--- config.mk ---
export PLATFORM = sky130hd
export DESIGN_NAME = display_scan
export DESIGN_NICKNAME = d
export VERILOG_FILES = /design/src/rtl/display_pkg.sv /design/src/rtl/display_scan_seg7_decode.sv /design/src/rtl/display_scan.sv
export SDC_FILE = /design/constraint.sdc
export NUM_CORES = 1
export LEC_CHECK = 0
export CORE_ASPECT_RATIO = 1.1
export CORE_UTILIZATION = 48
export CTS_CLUSTER_SIZE = 20
export DETAILED_ROUTE_END_ITERATION = 16
export PLACE_DENSITY = 0.78
export SLEW_MARGIN = 20
export SYNTH_ARGS = -nofsm -noshare
export SYNTH_HDL_FRONTEND = slang
export SYNTH_SLANG_ARGS = --single-unit
--- constraint.sdc ---
create_clock -name clk -period 1.7 [get_ports clk]
set_input_delay 0.425 -clock clk [delete_from_list [all_inputs] [get_ports clk]]
set_output_delay 0.425 -clock clk [all_outputs]
set_load 0.01 [all_outputs]
--- src/rtl/display_pkg.sv ---
`default_nettype none
// ============================================================================
//  Module      : display_pkg
//  Description : Shared constants and types for the 4-digit 7-segment scanner.
//                Segment patterns are active low, bit order {g,f,e,d,c,b,a}.
//                Anode vectors are active low, bit i drives digit i.
//  Revision    : 1.0  initial release
// ============================================================================
package display_pkg;

    // Segment patterns (active low)
    localparam logic [6:0] SEG_BLANK = 7'h7F;
    localparam logic [6:0] SEG_DASH  = 7'h3F;
    localparam logic [6:0] SEG_0     = 7'h40;
    localparam logic [6:0] SEG_1     = 7'h79;
    localparam logic [6:0] SEG_2     = 7'h24;
    localparam logic [6:0] SEG_3     = 7'h30;
    localparam logic [6:0] SEG_4     = 7'h19;
    localparam logic [6:0] SEG_5     = 7'h12;
    localparam logic [6:0] SEG_6     = 7'h02;
    localparam logic [6:0] SEG_7     = 7'h78;
    localparam logic [6:0] SEG_8     = 7'h00;
    localparam logic [6:0] SEG_9     = 7'h10;

    // All anodes off (active low)
    localparam logic [3:0] AN_OFF    = 4'b1111;

    // Digit index as presented to bin2BCD on sel
    typedef enum logic [1:0] {
        UNITS     = 2'd0,
        TENS      = 2'd1,
        HUNDREDS  = 2'd2,
        THOUSANDS = 2'd3
    } digit_idx_e;

endpackage : display_pkg
`default_nettype wire

--- src/rtl/display_scan_seg7_decode.sv ---
`default_nettype none
// ============================================================================
//  Module      : seg7_decode
//  Description : Combinational BCD to 7-segment decoder, active-low outputs.
//                Values 10..15 show a dash (only segment g lit).
//  Ports       : bcd [3:0] in  - digit value
//                seg [6:0] out - {g,f,e,d,c,b,a}, active low
//  Revision    : 1.0  initial release
// ============================================================================
module seg7_decode
    import display_pkg::*;
(
    input  logic [3:0] bcd,
    output logic [6:0] seg
);

    always_comb begin
        seg = SEG_DASH;
        case (bcd)
            4'd0:    seg = SEG_0;
            4'd1:    seg = SEG_1;
            4'd2:    seg = SEG_2;
            4'd3:    seg = SEG_3;
            4'd4:    seg = SEG_4;
            4'd5:    seg = SEG_5;
            4'd6:    seg = SEG_6;
            4'd7:    seg = SEG_7;
            4'd8:    seg = SEG_8;
            4'd9:    seg = SEG_9;
            default: seg = SEG_DASH;
        endcase
    end

endmodule : seg7_decode
`default_nettype wire

--- src/rtl/display_scan.sv ---
`default_nettype none
// ============================================================================
//  Module      : display_scan
//  Description : Time-multiplexed 4-digit 7-segment driver placed downstream
//                of bin2BCD. Presents the digit index on sel, decodes the
//                returned bcd digit and registers one-hot anode + segments.
//                Includes a refresh prescaler, optional leading-zero blanking
//                and an enable that freezes the scan and darkens the display.
//  Ports       : clk          in  - system clock, rising edge
//                rst_n        in  - asynchronous active-low reset
//                en           in  - 1 = scan/display, 0 = freeze + dark
//                blank_lz     in  - 1 = suppress leading zeros on digits 3..1
//                bcd  [3:0]   in  - digit from bin2BCD for current sel
//                sel  [1:0]   out - digit index (0 units .. 3 thousands)
//                an   [3:0]   out - anodes, active low
//                seg  [6:0]   out - segments {g..a}, active low
//  Revision    : 1.0  initial release
// ============================================================================
module display_scan
    import display_pkg::*;
#(
    parameter int COUNT_MAX = 50000
) (
    input  logic       clk,
    input  logic       rst_n,
    input  logic       en,
    input  logic       blank_lz,
    input  logic [3:0] bcd,
    output logic [1:0] sel,
    output logic [3:0] an,
    output logic [6:0] seg
);

    localparam int              CNT_W    = (COUNT_MAX > 1) ? $clog2(COUNT_MAX) : 1;
    localparam logic [CNT_W-1:0] CNT_LAST = CNT_W'(COUNT_MAX - 1);

    logic [CNT_W-1:0] cnt_q,  cnt_d;
    digit_idx_e       idx_q,  idx_d;
    logic             seen_q, seen_d;
    logic [3:0]       an_q,   an_d;
    logic [6:0]       seg_q,  seg_d;

    logic             tick;
    logic             blank;
    logic [6:0]       dec_seg;

    seg7_decode u_seg7_decode (
        .bcd (bcd),
        .seg (dec_seg)
    );

    always_comb begin
        cnt_d  = cnt_q;
        idx_d  = idx_q;
        seen_d = seen_q;
        an_d   = AN_OFF;
        seg_d  = SEG_BLANK;

        tick = en && (cnt_q == CNT_LAST);

        if (en) begin
            cnt_d = tick ? '0 : cnt_q + CNT_W'(1);
        end

        // Descending scan; the 2-bit index wraps 0 -> 3 naturally.
        if (tick) begin
            idx_d  = digit_idx_e'(idx_q - 2'd1);
            // Units is the last digit of a frame, so leaving it restarts the
            // leading-zero search for the next frame.
            seen_d = (idx_q == UNITS) ? 1'b0 : (seen_q | (bcd != 4'd0));
        end

        // seen only covers digits above the one currently on sel, which is
        // exactly what decides whether this zero is a leading zero.
        blank = blank_lz && (bcd == 4'd0) && !seen_q && (idx_q != UNITS);

        // Anode and segments come from the same idx/bcd and register on the
        // same edge, so a lit digit never shows a neighbour's pattern.
        an_d  = en ? ~(4'b0001 << idx_q) : AN_OFF;
        seg_d = (!en || blank) ? SEG_BLANK : dec_seg;
    end

    always_ff @(posedge clk or negedge rst_n) begin
        if (!rst_n) begin
            cnt_q  <= '0;
            idx_q  <= THOUSANDS;
            seen_q <= 1'b0;
            an_q   <= AN_OFF;
            seg_q  <= SEG_BLANK;
        end else begin
            cnt_q  <= cnt_d;
            idx_q  <= idx_d;
            seen_q <= seen_d;
            an_q   <= an_d;
            seg_q  <= seg_d;
        end
    end

    assign sel = idx_q;
    assign an  = an_q;
    assign seg = seg_q;

endmodule : display_scan
`default_nettype wire

# Word level (Yosys, flattened, before mapping)
# Memories as Yosys holds them, arrays and structs flattened.
# Index checks and enable logic that the tools add are counted.
op_classes:
  add_sub_neg: 2
  eq_ne: 1
  shifts: 1
  n_mux: 4
  bitwise: 2
  n_reduce_logical: 11
op_table:
  columns: ["cell", "n"]
  rows:
  - ["adder 16 x 1 -> 16 bit, second input constant", 1]
  - ["== test 16 bit, second input constant", 1]
  - ["two-way mux 16 bit", 1]
  - ["two-way mux 7 bit", 1]
  - ["logical AND 1 bit", 4]
  - ["logical NOT 4 bit", 1]
  - ["two-way mux 4 bit", 1]
  - ["inverter 4 bit", 1]
  - ["nonzero test 4 bit", 1]
  - ["left shift 1 x 2 -> 4 bit, first input constant", 1]
  - ["logical NOT 1 bit", 2]
  - ["logical NOT 2 bit", 1]
  - ["nonzero test 2 bit", 1]
  - ["subtractor 2 x 1 -> 2 bit, second input constant", 1]
  - ["logical OR 1 bit", 1]
  - ["two-way mux 1 bit", 1]
  - ["OR 1 bit", 1]
word_totals:
  regBits: 30
  rom_bits: 112
  inputBits: 8
  out_inout_bits: 13
  mem_count: 1
mem_list:
  columns: ["name", "depth", "width", "rd", "rd_clocked_by_memory_dff", "wr", "line", "rtl"]
  rows:
  - ["(no name shown)", 16, 7, 1, 0, 0, "display_scan_seg7_decode.sv:19", "case (bcd)"]

# Depth between registers and ports, before layout
# Gate-level depths: netlist of run 1.
logic_depth:
  ltp_word: 6
  ltp_mapped: 6

# By module
# Synthesis of run 1 repeated with hierarchy kept, for this count alone.
unflattened:
  cells_unflattened: 150
  hier_area_um2: 1585.3
modules_own_cells:
  columns: ["mod", "n_inst", "cells_each", "area_per_inst_um2", "seq_area_each_um2"]
  rows:
  - ["display_scan", 1, 119, 1355.0, 767.0]
  - ["seg7_decode", 1, 31, 230.2, 0.0]

# Least setup slack after synthesis of run 1
# OpenSTA, ideal clock, no wires.
synth_timing:
  kind: "register to register"
  start: "register idx_q[0], in the netlist sel[0]"
  end: "register seg_q[1], in the netlist seg[1]"
  t_arrival_ns: 1.629
  required_ns: 1.621
  path_slack_ns: -0.008
  path_stages_with_launch: 7
  synth_period_minus_slack_ns: 1.708
  cell_sequence: "dfstp_2 > inv_1 > ha_1 > nor4bb_1 > a21oi_1 > o21a_1 > o21ai_0"
synth_between:
  elab_chain_len: 4
synth_lines:
  columns: ["element", "line", "rtl"]
  rows:
  - ["start: declaration", "display_scan.sv:38", "digit_idx_e idx_q, idx_d;"]
  - ["start signal: assignment", "display_scan.sv:92", "idx_q <= idx_d;"]
  - ["nonzero test 2 bit", "display_scan.sv:75", "blank = blank_lz && (bcd == 4'd0) && !seen_q && (idx_q != UNITS);"]
  - ["logical AND 1 bit", "display_scan.sv:75", null]
  - ["logical OR 1 bit", "display_scan.sv:80", "seg_d = (!en || blank) ? SEG_BLANK : dec_seg;"]
  - ["two-way mux 7 bit", "display_scan.sv:80", null]
  - ["named net seg_d[1]", "display_scan.sv:41", "logic [6:0] seg_q, seg_d;"]
  - ["end signal: assignment", "display_scan.sv:95", "seg_q <= seg_d;"]
  - ["end: declaration", "display_scan.sv:41", null]
# The timed path passes the listed nets, and every way through them passes these cells.
# A chain may end at the register's enable or synchronous reset.

# Worst setup path after layout of run 1
layout_timing:
  start: "input port en"
  end: "register cnt_q[0]"
layout_between:
  elab_chain_len: 2
layout_lines:
  columns: ["element", "line", "rtl"]
  rows:
  - ["start: declaration", "display_scan.sv:26", "input logic en,"]
  - ["logical AND 1 bit", "display_scan.sv:59", "tick = en && (cnt_q == CNT_LAST);"]
  - ["two-way mux 16 bit", "display_scan.sv:62", "cnt_d = tick ? '0 : cnt_q + CNT_W'(1);"]
  - ["end signal: assignment", "display_scan.sv:91", "cnt_q <= cnt_d;"]
  - ["end: declaration", "display_scan.sv:37", "logic [CNT_W-1:0] cnt_q, cnt_d;"]
# Several ways; a longest one is shown, not always the timed one.

==> out/results.ini, run 1 <==
[synthesis]
syn_nets = 152
seq_area_frac_synth = 0.519
synth_edf_count = 0
ys_ff_latch = 30
synthArstFlopShare = 1.00
yosysWarnings = 0
synth_cell_types = 35
synth_area_sq_mm = 0.00148
synth_area_per_cell_sq_um = 11.0
synthFlopType = dfrtp_1
syn_inst = 134

[sta]
timing.final.crit_share = 0.971
tightestPinTransition_ns = 0.372
fmax_mhz = 606
fin_crit_ns = 1.65
finalHoldViolCount = 0
fin_ws_ns = 0.0487
relSlewSlack = 0.750
fin_worst_skew_ns = 0.0144
finalSetupViolCount = 0
slew_violations = 0
grt_setup_unrepaired = true

[route]
drtIter0Drc = 15
drtPass1Iterations = 4
ant_nets = 0
routed_wl_mm = 2.95
dr_total_vias = 1135
routed_via_density = 5.23
drc = 0
wire_per_inst_um = 13.6

[cells_and_area]
synthToLayoutAreaGrowth_pct = 32.6
seq_area_sq_um = 767
nets = 201
diodes = 0
drive_gt1_frac = 0.332
multi_input_area_sq_um = 694
nFillCells = 231
postLayoutCellArea_sq_mm = 0.00196

[floorplan]
die_x_um = 54.9
initial_core_util = 0.518
die_h_um = 60.2
io_pins = 21
rows = 20
core_area_sq_mm = 0.00285
die-area_sq_mm = 0.00331

[grt]
antenna_found_initial = 0
grt_pass1_vias = 1160
grt_pass1_wl_mm = 4.88
grt_max_degree = 31
grt_use_total = 0.217
grt_remaining_overflow = 0

[job]
maxCapViolCount = 0

[worst_setup_path]
slowest_delay_ns = 0.48
crit_cells = 6
cp-endpoint = cnt_q[0]
cp-end-kind = flip-flop
worstPathRequired_ns = 1.93
crit_type = in -> reg
startpoint_type = input port
worstSetupStartpoint = en
crit_family = buffers and inverters
regToRegStartpoint = sel[1]
cp_cell_sequence = clkdlybuf4s50_1 -> nand4_1 -> nor4_4 -> buf_4 -> nor2_2 -> mux2_4
r2r-end = seg[2]
arrival_ns = 1.88
reg2reg_slack_ns = 0.07
reg2regPathDepth = 6
crit_fanout = 7
crit_slowest_cell = clkdlybuf4s50_1
critical_path_buf_inv_count = 2

[clocking]
ctsLongestPathBuffers = 2
clk_root_buffer_cell = clkbuf_4
cts_tree = yes
numCtsBuffers = 5
path_clk_slew_ns = 0.10
cts_sinks = 30
insertion_delay_ns = 0.33
cts_max_level = 2
hold_buffers = 0

[worst_hold_path]
hp-class = in -> async

[pwr]
p_leak_nw = 0.885
powerDensity_mw_per_mm2 = 862
vdd_drop_max_mv = 0.912

[place]
port_buffers = 20
dp_hpwl_mm = 2.20
placed_area_sq_mm = 0.00188
place.gp.congestion = 0.813
pre_cts_ws_ns = -0.372

[run_status]
outcome = finished clean

## worst reg2reg max path, stage by stage (launching register included)
cell and delay, ns:
dfstp_2 0.55, inv_1 0.06, ha_2 0.20, nor4bb_4 0.36, a21oi_2 0.09, o21a_1 0.22
o21ai_0 0.10
## registers in the layout (all words and copies together), names as in the netlist
signal  flops
an          4
seg         7
cnt_q      16
sel         2
seen_q      1
## metal layers
| layer | vias up | global-route usage | wire [um] |
|---|---|---|---|
| met5 | - | 0 | 0 |
| met4 | 0 | 0.107 | 51 |
| met3 | 8 | 0.0891 | 136 |
| met2 | 25 | 0.358 | 1550 |
| met1 | 544 | 0.233 | 1210 |
| li1 | 558 | - | - |
## through the flow
step                hold slack (ns)  power, mW  cells  utilization  setup TNS (ns)
finish                        0.464       1.69    217        0.687               0
global route                  0.495       1.80    217        0.687         -0.0232
CTS                           0.470       1.64    215        0.675               0
detailed placement            0.499       1.26    207        0.659           -5.73
global placement              0.496       1.25    207        0.659           -4.42
floorplan                     0.129       1.12    134            -               0
## worst min path at each step
stage | from | endpoint | slack (ns) | cells after the start
2_1_floorplan | rst_n | cnt_q[0] | 0.13 | 0
3_3_place_gp | cnt_q[2] | cnt_q[2] | 0.50 | 1
3_5_place_dp | cnt_q[13] | cnt_q[13] | 0.50 | 1
4_1_cts | rst_n | cnt_q[1] | 0.47 | 2
5_1_grt | rst_n | cnt_q[1] | 0.50 | 2
6_report | rst_n | cnt_q[1] | 0.46 | 2
## placed cells by master, fill, tap and decap left out, drive strengths merged, types with 2 or more instances in the layout
master,Yosys,final
dfstp,13,13
xnor2,10,10
inv,9,9
dfrtp,17,17
clkbuf,2,7
xor2,2,2
ha,10,10
clkdlybuf4s50,0,7
clkinv,0,2
nor2,11,11
nor4,2,2
dlygate4sd2,0,11
a21oi,7,7
and4,2,2
nand4,5,5
nand2b,2,2
nand4bb,2,2
nand2,13,13
nand3,3,3
nor3,2,2
buf,1,25
o21ai,7,7
## report_power, final
part	total (mW)	leakage, nW	switching, mW	internal (mW)
registers	0.908	0.357	0.0884	0.820
logic	0.389	0.496	0.173	0.216
clock network	0.393	0.0320	0.236	0.157
## what timing repair did
item                                    CTS  global route
gates cloned                              0             0
buffers inserted                          0             2
pin swaps                                 0             5
resized for setup                        14            15
endpoints found under the setup margin   18            16
## synth_stat cells, drive strengths merged, types with 2 or more instances
library cell / count / area share
o21ai: 7 / 0.024
xor2: 2 / 0.012
dfrtp: 17 / 0.29
ha: 10 / 0.085
and4: 2 / 0.012
a21oi: 7 / 0.031
nor4: 2 / 0.019
xnor2: 10 / 0.059
nand2: 13 / 0.033
nand4: 5 / 0.021
dfstp: 13 / 0.23
nor3: 2 / 0.0068
nand2b: 2 / 0.0085
nand3: 3 / 0.010
clkbuf: 2 / 0.0051
nor2: 11 / 0.028
inv: 9 / 0.023
nand4bb: 2 / 0.015
## layout make-up
| cell class | count | area share |
|---|---|---|
| clock buffer | 6 | 0.0211 |
| clock inverter | 2 | 0.00511 |
| inverter | 9 | 0.0172 |
| multi-input combinational | 92 | 0.354 |
| sequential | 30 | 0.391 |
| tap | 33 | 0.0211 |
| timing repair buffer | 45 | 0.190 |
## cell families after synthesis
group / synth area share
compound gates: 0.0888
simple gates: 0.187
fa+ha+maj: 0.0846
mux: 0.0144
buf+inv: 0.0355
xor+xnor: 0.0711
flops: 0.519
Note: power is estimated with default switching activity, not from simulation.
==> run 2: changes to the inputs <==
--- a/config.mk
+++ b/config.mk
@@ -5,11 +5,13 @@
 export SDC_FILE = /design/constraint.sdc
 export NUM_CORES = 1
 export LEC_CHECK = 0
+export CELL_PAD_IN_SITES_DETAIL_PLACEMENT = 1
+export CELL_PAD_IN_SITES_GLOBAL_PLACEMENT = 2
 export CORE_ASPECT_RATIO = 1.1
-export CORE_UTILIZATION = 48
+export CORE_UTILIZATION = 31
 export CTS_CLUSTER_SIZE = 20
 export DETAILED_ROUTE_END_ITERATION = 16
-export PLACE_DENSITY = 0.78
+export PLACE_DENSITY = 0.77
 export SLEW_MARGIN = 20
 export SYNTH_ARGS = -nofsm -noshare
 export SYNTH_HDL_FRONTEND = slang
==> out/results.ini, run 2 (synthesized netlist as in run 1, its figures left out) <==
[clocking]
path_clk_slew_ns = 0.07
numCtsBuffers = 5
cts_sinks = 30
clk_root_buffer_cell = clkbuf_8
cts_max_level = 2
ctsLongestPathBuffers = 2
cts_tree = yes
insertion_delay_ns = 0.28
hold_buffers = 0

[pwr]
powerDensity_mw_per_mm2 = 930
vdd_drop_max_mv = 0.404
p_leak_nw = 0.951
power_mw = 1.97

[worst_hold_path]
hp-class = reg -> reg
whs_path_depth = 1
hold_end = cnt_q[13]
min_from = cnt_q[13]

[cells_and_area]
nFillCells = 516
final_common_cell = buf_4
largest-register = cnt_q
diodes = 0
drive_gt1_frac = 0.351
largest_reg_flops = 16
nets = 208
synthToLayoutAreaGrowth_pct = 43.4
mostFrequentLayoutCells = buf_4 (28), dfrtp_1 (17), dlygate4sd2_1 (14), nand2_1 (13), dfstp_2 (13)
stdcell_count = 247

[worst_setup_path]
arrival_ns = 1.84
regToRegStartpoint = sel[1]
reg2reg_slack_ns = 0.06
cp-end-kind = flip-flop
crit_type = reg -> reg
worstPathRequired_ns = 1.90
crit_fanout = 5
r2r-end = seg[3]
startpoint_type = flip-flop
reg2regPathDepth = 6

[sta]
grt_setup_unrepaired = true
fin_worst_skew_ns = 0.00619
fin_ws_ns = 0.0558
fin_crit_ns = 1.64
holdWs_ns = 0.497
relSlewSlack = 0.787
fmax_mhz = 608
finalHoldViolCount = 0
finalSetupViolCount = 0
timing.final.crit_share = 0.967
tightestPinTransition_ns = 0.319
setup_tns_ns = 0
slew_violations = 0

[grt]
antenna_found_initial = 0
grt_pass1_vias = 1284
grt_max_degree = 31
grt_use_total = 0.169
grt_pass1_wl_mm = 6.09
grt_remaining_overflow = 0

[place]
place.gp.congestion = 0.794
dp.cells = 232
pre_cts_ws_ns = -0.377
port_buffers = 20
dp_hpwl_mm = 2.57

[route]
dr_total_vias = 1188
routed_via_density = 4.81
drc = 0
drtIter0Drc = 38
wire_per_inst_um = 14.8
ant_nets = 0
routed_wl_mm = 3.65
drtPass1Iterations = 4

[run_status]
outcome = finished clean

[floorplan]
initial_core_util = 0.320
io_pins = 21
rows = 26
core_area_sq_mm = 0.00462
die_x_um = 67.9
die-area_sq_mm = 0.00505
die_h_um = 74.4

[job]
maxCapViolCount = 0

-- run 2: area by class of cell --
type	count	area, sq um	area share
well taps	56	70.1	0.0330
inverters	9	33.8	0.0159
clock inverters	1	5.00	0.00236
multi-input cells	92	712	0.336
repair buffers	52	447	0.211
flip-flops and latches	30	767	0.362
clock buffers	7	86.3	0.0407
-- run 2: per-stage QoR --
| stage | util | cell area, sq um |
|---|---|---|
| after global placement | 0.419 | 1940 |
| after global routing | 0.459 | 2120 |
| after floorplan | - | 1490 |
| final | 0.459 | 2120 |
| after CTS | 0.448 | 2070 |
| after detailed placement | 0.419 | 1940 |
-- run 2: worst max path at each step --
stage                   from        to  slack (ns)  cells after the start
detailed placement    bcd[1]    seg[3]       -0.38                      7
global route        cnt_q[1]  cnt_q[0]       -0.04                      7
global placement          en  cnt_q[0]       -0.31                      7
CTS                 cnt_q[0]  cnt_q[0]        0.03                      7
floorplan             sel[0]    seg[1]        0.04                      6
finish                sel[1]    seg[3]        0.06                      6
-- run 2: power by group --
group	internal, mW	leakage, nW	total, mW	switching, mW
sequential	0.821	0.357	0.901	0.0801
combinational	0.271	0.546	0.480	0.209
clock	0.326	0.0482	0.591	0.265
total	1.42	0.951	1.97	0.554
-- run 2: critical path, stage by stage, from the launching register on --
cell	delay, ns
dfstp_2	0.54
inv_2	0.05
ha_4	0.17
nor4bb_4	0.35
a21oi_2	0.10
o21a_1	0.23
o21ai_1	0.11
-- run 2: timing repair --
item / in CTS / in global routing
resized for setup: 19 / 12
buffers inserted: 5 / 2
pin swaps: 1 / 7
setup endpoints to repair: 23 / 18
-- run 2: routing by layer --
metal / global-route usage / part of all wire / wire length, um
met2: 0.315 / 0.58 / 2130
met3: 0.0567 / 0.028 / 102
met4: 0.0694 / 0.015 / 55
met1: 0.168 / 0.37 / 1370
met5: 0 / 0 / 0
==> patch, RTL diff (flow settings as in run 1) <==
Compare `cnt_q` against `CNT_LAST` with >= in place of ==.
--- a/src/rtl/display_scan.sv
+++ b/src/rtl/display_scan.sv
@@ -58,3 +58,3 @@
 
-        tick = en && (cnt_q == CNT_LAST);
+        tick = en && (cnt_q >= CNT_LAST);
 
Function: no difference found for any inputs over 10 cycles, from zero or initial values and one cycle with rst_n low; that may be too few to reach the edited logic, so the function may still have changed.
==> patch against run 1 <==
Core utilization decreased by 3.4 points; worst setup slack improved by 0.014 ns; critical path depth is 1 lower; fmax up 0.85%; die area increased by 6.5%; sequential cell count is the same; routed wire length rose by 12%; design area grew 3.4%; area after synthesis increased by 6.8%; synthesized cell count up 18%; power decreased by 5.6%; register-to-register slack improved by 0.03 ns; sequential share of layout area down 1.3 points; highest routed layer unchanged.
==> patch: results (changes against run 1) <==
SYNTHESIS
------------------------------------------------------------------------
Total nets after synthesis ................................          175   +15%
Leading post-synthesis cells by cell area ................. sky130_fd_sc_hd__dfrtp_1 (27%), sky130_fd_sc_hd__dfstp_2 (22%), sky130_fd_sc_hd__ha_1 (7.1%), sky130_fd_sc_hd__xnor2_1 (6.1%), sky130_fd_sc_hd__nand2_1 (4.5%)
Part of the Yosys area used for sequential elements .......        48.6%   -3.3 points
Count of different cell masters after synthesis ...........           36   +2.9%
Leading cell types by count after synthesis ............... sky130_fd_sc_hd__nand2_1 (19), sky130_fd_sc_hd__dfrtp_1 (17), sky130_fd_sc_hd__nor2_1 (17), sky130_fd_sc_hd__dfstp_2 (13), sky130_fd_sc_hd__xnor2_1 (11)
Most instantiated flip-flop cell in the synthesis netlist . sky130_fd_sc_hd__dfrtp_1

DIE
------------------------------------------------------------------------
Area of the core ..........................................   3100 sq um   +8.7%

SETUP PATH
------------------------------------------------------------------------
Reg-to-reg critical path startpoint ....................... cnt_q[0]$_DFFE_PN0P_
Worst r2r dst ............................................. cnt_q[12]$_DFFE_PN0P_
Highest cell delay on the worst timing path ...............      0.54 ns   +0.06 ns
Worst Reg2Reg Path Length in Cells ........................            5   -1

LAYOUT
------------------------------------------------------------------------
# nets final ..............................................          221   +10%
Layout cells sized above 1 ................................        27.3%   -5.8 points
Register with the most flip-flops .........................        cnt_q

ROUTE
------------------------------------------------------------------------
Total via count after detailed routing ....................         1294   +14%
DRC marker count from the first detailed-route iteration ..           40   +25
Routed length on met3 .....................................       118 um   -13%
Met1 layer wirelength in the final routing ................      1310 um   +8.3%

GLOBAL ROUTE
------------------------------------------------------------------------
Met1 routing resource usage after global routing ..........        25.3%   +2.0 points
Met2 routing resource usage after global routing ..........        39.0%   +3.2 points
Wire length of the first global-routing pass ..............      6010 um   +23%
Met3 track demand over resource ...........................        5.63%   -3.3 points
Number of global-route vias before repair .................         1332   +15%
Overall track demand over capacity in global routing ......        22.3%   +0.64 points

PLACE
------------------------------------------------------------------------
RD Place Congestion .......................................        0.885   +8.9%
Placement-stage cell area .................................   1960 sq um   +4.2%
Worst slack after detailed placement ......................    -0.351 ns   +0.0213 ns
Half-perimeter wire length after detailed placement .......      2500 um   +14%

STATUS
------------------------------------------------------------------------
Result of the run ......................................... finished, final reports clean

STA
------------------------------------------------------------------------
Setup Skew ................................................   0.00662 ns   -0.00778 ns
Slew @ Worst Pin ..........................................     0.367 ns   -0.00444 ns
Final critical-path share of the clock period .............        96.3%   -0.82 points

CLOCKING
------------------------------------------------------------------------
Cells resized by post-CTS repair ..........................           13   -1

POWER
------------------------------------------------------------------------
Leakage power figure ......................................     0.900 nW   +1.7%
Max rail drop VDD .........................................   0.000498 V   -45%

==> patch: cell count changes after synthesis, moves of 3 or more <==
cell	delta
sky130_fd_sc_hd__nand2_1	+6
sky130_fd_sc_hd__nor2_1	+6
sky130_fd_sc_hd__nor3_1	+4
sky130_fd_sc_hd__a21oi_2	-3
sky130_fd_sc_hd__nor4_1	+3
sky130_fd_sc_hd__o22ai_1	+3
==> patch: power by group <==
part / internal [mW] / switching, mW / total (mW)
combinational: 0.149 / 0.142 / 0.291
sequential: 0.789 / 0.0690 / 0.858
clock: 0.198 / 0.248 / 0.447
==> patch: cell families (layout without fill, tap and decap cells) <==
| logic type | Yosys count | count (layout) | share of synthesized area (%) |
|---|---|---|---|
| AO/OA/AOI/OAI | 23 | 23 | 10.4 |
| buffers and inverters | 14 | 61 | 4.36 |
| flip-flops | 30 | 30 | 48.6 |
| adder cells (fa/ha/maj) | 9 | 9 | 7.13 |
| XOR/XNOR | 12 | 12 | 6.66 |
| AND/OR/NAND/NOR | 69 | 69 | 22.3 |
| multiplexers | 1 | 1 | 0.634 |
==> patch: area by class of cell <==
type | instances | share of cell area, %
Multi-Input combinational cell | 114 | 37.3
Inverter | 9 | 1.67
Timing Repair Buffer | 44 | 18.0
Tap cell | 34 | 2.10
Sequential cell | 30 | 37.8
Clock buffer | 6 | 2.53
Clock inverter | 2 | 0.617
==> patch: per-stage QoR <==
step	cells	power, mW	setup TNS [ns]	hold slack (ns)
6_report	239	1.60	0	0.459
5_1_grt	239	1.69	-0.00186	0.483
4_1_cts	238	1.61	0	0.464
3_5_place_dp	230	1.17	-4.72	0.511
3_3_place_gp	230	1.15	-3.19	0.516
2_1_floorplan	158	1.02	0	0.129
